<file path="src/rtl/ibuffer_credit.sv">
// Per-warp credit-managed instruction buffer between fetch/decode and issue.
// Optional protocol checker with sticky Err_IB is enabled by defining IB_ERRCHK_EN.
module ibuffer_credit #(
    parameter int unsigned NUM_WARPS = 8,
    parameter int unsigned DEPTH     = 4,
    parameter int unsigned CTRL_W    = 48
) (
    input  logic                 clk,
    input  logic                 rst_n,
    output logic [NUM_WARPS-1:0] Req_IB_PC,
    input  logic [NUM_WARPS-1:0] Valid_IF_IB,
    input  logic [NUM_WARPS-1:0] Valid_ID0_IB_SIMT,
    input  logic [31:0]          Inst_ID0_IB,
    input  logic [CTRL_W-1:0]    Ctrl_ID0_IB,
    input  logic [NUM_WARPS-1:0] Valid_ID1_IB_SIMT,
    input  logic [31:0]          Inst_ID1_IB,
    input  logic [CTRL_W-1:0]    Ctrl_ID1_IB,
    input  logic [NUM_WARPS-1:0] Flush_SIMT_IB,
    output logic [NUM_WARPS-1:0] Ready_IB_ISS,
    input  logic [NUM_WARPS-1:0] Grant_ISS_IB,
    output logic [31:0]          Inst_IB_ISS,
    output logic [CTRL_W-1:0]    Ctrl_IB_ISS
`ifdef IB_ERRCHK_EN
    ,
    output logic                 Err_IB
`endif
);

    localparam int unsigned PW = (DEPTH > 1) ? $clog2(DEPTH) : 1;
    localparam int unsigned CW = $clog2(DEPTH + 1);
    localparam int unsigned EW = 32 + CTRL_W;
    localparam logic [CW-1:0] FULL   = CW'(DEPTH);
    localparam logic [CW:0]   FULL_X = (CW + 1)'(DEPTH);

    logic [CW-1:0] occ_q  [NUM_WARPS];
    logic [CW-1:0] occ_d  [NUM_WARPS];
    logic [CW-1:0] out_q  [NUM_WARPS];
    logic [CW-1:0] out_d  [NUM_WARPS];
    logic [CW-1:0] drop_q [NUM_WARPS];
    logic [CW-1:0] drop_d [NUM_WARPS];
    logic [PW-1:0] rd_q   [NUM_WARPS];
    logic [PW-1:0] rd_d   [NUM_WARPS];
    logic [PW-1:0] wr_q   [NUM_WARPS];
    logic [PW-1:0] wr_d   [NUM_WARPS];

    logic [1:0]    we [NUM_WARPS];
    logic [PW-1:0] wa [NUM_WARPS][2];
    logic [EW-1:0] lane_data [2];
    logic [EW-1:0] mem [NUM_WARPS][DEPTH];
    logic [EW-1:0] head_mux;

`ifdef IB_ERRCHK_EN
    logic viol;

    function automatic logic multi_hot(input logic [NUM_WARPS-1:0] v);
        return |(v & (v - NUM_WARPS'(1)));
    endfunction
`endif

    always_comb begin
        lane_data[0] = {Inst_ID0_IB, Ctrl_ID0_IB};
        lane_data[1] = {Inst_ID1_IB, Ctrl_ID1_IB};
    end

    // Per warp: pop first, then lane 0, then lane 1, so a full FIFO accepts a push alongside a pop.
    always_comb begin : next_state
        logic [CW-1:0] occ_t;
        logic [CW-1:0] out_t;
        logic [CW-1:0] drop_t;
        logic [PW-1:0] wr_t;
        logic [PW-1:0] rd_t;
        logic [1:0]    arr;
        occ_t  = '0;
        out_t  = '0;
        drop_t = '0;
        wr_t   = '0;
        rd_t   = '0;
        arr    = '0;
`ifdef IB_ERRCHK_EN
        viol = multi_hot(Valid_IF_IB) | multi_hot(Valid_ID0_IB_SIMT) |
               multi_hot(Valid_ID1_IB_SIMT) | multi_hot(Grant_ISS_IB);
`endif
        for (int unsigned w = 0; w < NUM_WARPS; w++) begin
            occ_t    = occ_q[w];
            out_t    = out_q[w];
            drop_t   = drop_q[w];
            wr_t     = wr_q[w];
            rd_t     = rd_q[w];
            arr      = {Valid_ID1_IB_SIMT[w], Valid_ID0_IB_SIMT[w]};
            we[w]    = '0;
            wa[w][0] = wr_q[w];
            wa[w][1] = wr_q[w];

            if (Grant_ISS_IB[w]) begin
                if (occ_q[w] == '0) begin
`ifdef IB_ERRCHK_EN
                    viol = 1'b1;
`endif
                end else if (!Flush_SIMT_IB[w]) begin
                    occ_t = occ_t - CW'(1);
                    rd_t  = rd_t + PW'(1);
                end
            end

            for (int unsigned l = 0; l < 2; l++) begin
                if (arr[l]) begin
                    if (out_t == '0) begin
`ifdef IB_ERRCHK_EN
                        viol = 1'b1;
`endif
                    end else begin
                        out_t = out_t - CW'(1);
                    end
                    if (!Flush_SIMT_IB[w]) begin
                        if (drop_t != '0) begin
                            drop_t = drop_t - CW'(1);
                        end else if (occ_t == FULL) begin
`ifdef IB_ERRCHK_EN
                            viol = 1'b1;
`endif
                        end else begin
                            we[w][l] = 1'b1;
                            wa[w][l] = wr_t;
                            wr_t     = wr_t + PW'(1);
                            occ_t    = occ_t + CW'(1);
                        end
                    end
                end
            end

            if (Valid_IF_IB[w] && out_t != FULL) begin
                out_t = out_t + CW'(1);
            end

            // Everything still in flight after this edge belongs to the flushed path.
            if (Flush_SIMT_IB[w]) begin
                occ_t  = '0;
                rd_t   = wr_q[w];
                drop_t = out_t;
            end

            occ_d[w]  = occ_t;
            out_d[w]  = out_t;
            drop_d[w] = drop_t;
            wr_d[w]   = wr_t;
            rd_d[w]   = rd_t;
        end
    end

    always_ff @(posedge clk or negedge rst_n) begin
        if (!rst_n) begin
            for (int unsigned w = 0; w < NUM_WARPS; w++) begin
                occ_q[w]  <= '0;
                out_q[w]  <= '0;
                drop_q[w] <= '0;
                rd_q[w]   <= '0;
                wr_q[w]   <= '0;
            end
        end else begin
            for (int unsigned w = 0; w < NUM_WARPS; w++) begin
                occ_q[w]  <= occ_d[w];
                out_q[w]  <= out_d[w];
                drop_q[w] <= drop_d[w];
                rd_q[w]   <= rd_d[w];
                wr_q[w]   <= wr_d[w];
            end
        end
    end

    always_ff @(posedge clk) begin
        for (int unsigned w = 0; w < NUM_WARPS; w++) begin
            for (int unsigned l = 0; l < 2; l++) begin
                if (we[w][l]) begin
                    mem[w][wa[w][l]] <= lane_data[l];
                end
            end
        end
    end

`ifdef IB_ERRCHK_EN
    always_ff @(posedge clk or negedge rst_n) begin
        if (!rst_n) begin
            Err_IB <= 1'b0;
        end else if (viol) begin
            Err_IB <= 1'b1;
        end
    end
`endif

    always_comb begin
        head_mux = '0;
        for (int unsigned w = 0; w < NUM_WARPS; w++) begin
            Req_IB_PC[w]    = (({1'b0, occ_q[w]} + {1'b0, out_q[w]}) < FULL_X) &&
                              (drop_q[w] == '0) && !Flush_SIMT_IB[w];
            Ready_IB_ISS[w] = (occ_q[w] != '0);
            if (Grant_ISS_IB[w] && occ_q[w] != '0) begin
                head_mux = head_mux | mem[w][rd_q[w]];
            end
        end
        Inst_IB_ISS = head_mux[EW-1:CTRL_W];
        Ctrl_IB_ISS = head_mux[CTRL_W-1:0];
    end

endmodule

</file>
<file path="config.mk">
export PLATFORM = sky130hd
export DESIGN_NAME = ibuffer_credit
export DESIGN_NICKNAME = d
export VERILOG_FILES = /design/src/rtl/ibuffer_credit.sv
export SDC_FILE = /design/constraint.sdc
export NUM_CORES = 2
export LEC_CHECK = 0
export CAP_MARGIN = 10
export CORE_ASPECT_RATIO = 1.2
export CORE_MARGIN = 3
export CORE_UTILIZATION = 30
export DETAILED_ROUTE_END_ITERATION = 6
export PLACE_DENSITY = 0.46
export RECOVER_POWER = 25
export SLEW_MARGIN = 20
export SYNTH_ARGS = -nofsm -noshare
export SYNTH_HDL_FRONTEND = slang
export SYNTH_SLANG_ARGS = --single-unit
</file>
<file path="constraint.sdc">
create_clock -name clk -period 7.8 [get_ports clk]
set_input_delay 1.56 -clock clk [delete_from_list [all_inputs] [get_ports clk]]
set_output_delay 1.56 -clock clk [all_outputs]
set_load 0.01 [all_outputs]
</file>
==> key figures <==
Routing
  • DRC Markers: 0
  • Drt wl/cell: 35.6 microns
  • DR vias/cell: 5.56
  • Via count: 81500
  • Initial DRT Pass Iterations: 7
  • DR iter-0 viols: 7494
  • Antenna Nets Post-Route: 0
  • Total Wirelength: 523000 microns

Finish
  • Register area: 0.0795 sq mm
  • Commonest non-fill, non-tap cells in the layout: edfxtp_1, mux2_2, mux4_2, a22oi_1, clkbuf_16
  • Layout cell share with drive strength beyond 1: 46.7%
  • Nets@finish: 8771
  • Leading cell type in the layout, fill and taps excluded: edfxtp_1
  • Area Growth Syn to Fin: 14.7%
  • Fillers: 43400
  • Multi-input logic area: 0.0543 sq mm

Min path
  • Tightest Hold Check Type: reg2reg
  • Cells on Worst Hold Path: 2
  • Hold Path End: rd_q[7]
  • Worst Hold Launch: wr_q[7]

Synthesis
  • Top post-synthesis cells by area: edfxtp_1, mux2_2, mux4_2
  • Asr flop ratio synth: 3.90%
  • Synthesized net count: 8780
  • Area share of the largest cell type after synthesis: 55.6%
  • #FFs+latches synth: 2664
  • Seq/Total Area, Yosys: 57.4%
  • Mapped Cells: 8394
  • Netlist Area Pre-Place: 0.138 sq mm
  • Dominant cell type by area after synthesis: edfxtp_1
  • Synth Flop Type: edfxtp_1
  • Syn. warnings: 0
  • Post-synth EDFFs: 2560
  • Synth unique cells: 59
  • Syn avg cell area: 16.5 sq um

Floorplan
  • Die Span Y: 750 microns
  • Top Ports: 298
  • Initial Util: 30.2%
  • FP Rows: 272
  • Die Footprint: 0.469 sq mm
  • Total core area: 0.458 sq mm
  • Die span in x: 626 microns

Clock tree
  • CTS tree: done
  • CTS Hold Buffers Added: 0
  • Clock Tree Buf Depth: 4
  • Worst-Skew Late Latency: 0.97 ns
  • H-Tree Depth: 5
  • # resized after CTS: 0
  • Sink Count: 2664
  • Setup Buffers After CTS: 0
  • CTS root buf: clkbuf_16
  • Reg clk slew, reported paths: 0.06 ns
  • Total CTS buffers: 310

Global route
  • GRT overflow: 0
  • Global-route wire length before repair: 719000 microns
  • Vias in the first global route: 85000
  • Global-route usage over all layers: 21.8%
  • Largest net degree at the start of global routing: 81
  • Initial antenna violation count: 47

Placement
  • Number of I/O port buffers: 297
  • HPWL after detailed placement: 314000 microns
  • Pre-CTS WS: 0.820 ns
  • Final Wtd Congestion: 0.776

STA
  • Hold Vio Cnt, Final: 0
  • Max-Slew Margin vs Limit: -152%
  • Setup_tns: 0 ns
  • Setup ws final: 0.862 ns
  • Worst slew pin tran: 3.78 ns
  • WHS: 0.567 ns
  • Final setup viols: 0
  • Layout Skew: 0.0638 ns
  • Fin crit share: 89.0%
  • Fmax: 0.144 GHz
  • Crit path time final: 6.94 ns
  • RSZ-0062 raised after global routing: false
  • Max Slew Vio Count: 578

Setup path
  • R2R Setup Slk: 1.56 ns
  • CP Capture Type: register
  • Type of origin of the critical path: input pin
  • Worst reg-to-reg path cell count: 18
  • Crit path DAT: 7.61 ns
  • Launch instance of the worst register-to-register path: occ_q[0]
  • RR Endpoint: mem[1][997]
  • CP Class: in2reg
  • Critical path fanouts, max: 41
  • Critical path required time: 8.47 ns

Power
  • P_leak: 0.0520 uW
  • Worst IR Drop VDD: 0.000198 V
  • P per Cell Area: 327 mW/mm^2

Job
  • Max-cap violation count: 14

Status
  • Status: finished with violations
  • Failing checks: max-capacitance violations, max-slew violations
## per-layer routing
| metal | share of wire (%) | GRT usage, % | up-vias |
|---|---|---|---|
| li1 | - | - | 33200 |
| met1 | 41 | 28.2 | 44700 |
| met2 | 50 | 37.8 | 2944 |
| met3 | 5.6 | 2.97 | 727 |
| met4 | 3.3 | 6.80 | 18 |
| met5 | 0.020 | 0 | - |
## sequential cells by signal (all words and copies together) (netlist names)
| name | cells |
|---|---|
| wr_q | 16 |
| drop_q | 24 |
| out_q | 24 |
| rd_q | 16 |
| mem | 2560 |
| occ_q | 24 |
## through the flow
step / instances / utilization, % / total power (uW) / cell area, sq um
floorplan: 8394 / - / 28400 / 138000
global placement: 14100 / 32.6 / 37900 / 150000
detailed placement: 14100 / 32.6 / 38100 / 150000
CTS: 14700 / 34.8 / 52700 / 159000
global route: 14700 / 34.6 / 54000 / 159000
finish: 14700 / 34.6 / 51900 / 159000
## cells in the mapped netlist (all sizes together) (32+ instances only)
cell type and count:
mux2 2599, inv 162, edfxtp 2560, o21ai 43, nand4 80, ha 184
dfrtp 104, clkbuf 648, mux4 640, a21o 32, a22oi 320, mux2i 82
nand2 143, buf 347, xnor2 83, nor2 87
## final cells by class
type                            count  share of cell area [%]
Sequential cell                  2664                    50.1
Multi-Input combinational cell   4573                    34.2
Clock buffer                      388                    5.16
Tap cell                         6028                    4.75
Timing Repair Buffer              674                    4.39
Clock inverter                    166                   0.973
Inverter                          162                   0.383
Antenna cell                       15                  0.0237
## logic make-up (layout without fill, tap and decap cells)
family                     count (synthesis)  count (layout)  share of synthesized area, %
AOI/OAI and AO/OA                        484             484                          2.57
xor gates and xnor gates                  98              98                         0.620
adders and majority gates                184             184                          1.66
buffers and inverters                   1157            1390                          3.46
DFF                                     2664            2664                          57.4
muxes                                   3321            3321                          32.4
other                                      0              15                             0
and+or+nand+nor                          486             486                          1.84
## report_power, final
part | internal (uW) | switching, uW | leakage (uW) | total, uW
sequential | 17200 | 1090 | 0.0243 | 18300
combinational | 7750 | 11300 | 0.0229 | 19100
clock | 8220 | 6290 | 0.00476 | 14500
## worst max-delay path by stage
stage | endpoint | startpoint | slack [ns]
final | mem[0][509] | Flush_SIMT_IB[1] | 0.86
after global routing | mem[1][463] | Flush_SIMT_IB[5] | 0.60
after CTS | Ctrl_IB_ISS[13] | rd_q[6] | 1.20
after detailed placement | mem[0][71] | Flush_SIMT_IB[0] | 0.82
after global placement | mem[0][48] | Flush_SIMT_IB[0] | 0.74
after floorplan | mem[1][640] | Flush_SIMT_IB[6] | 0.69
## worst max-delay path, stage by stage
cell and delay, ns:
dlygate4sd3_1 0.52, clkbuf_1 0.62, and3b_1 0.30, xnor2_1 0.19, ha_1 0.24, a21boi_0 0.78
xnor2_1 0.27, inv_1 0.08, ha_1 0.24, a211oi_1 0.69, nand3b_1 0.60, clkbuf_4 0.63
mux2_2 0.56
Power figures use the tool's default switching activity.
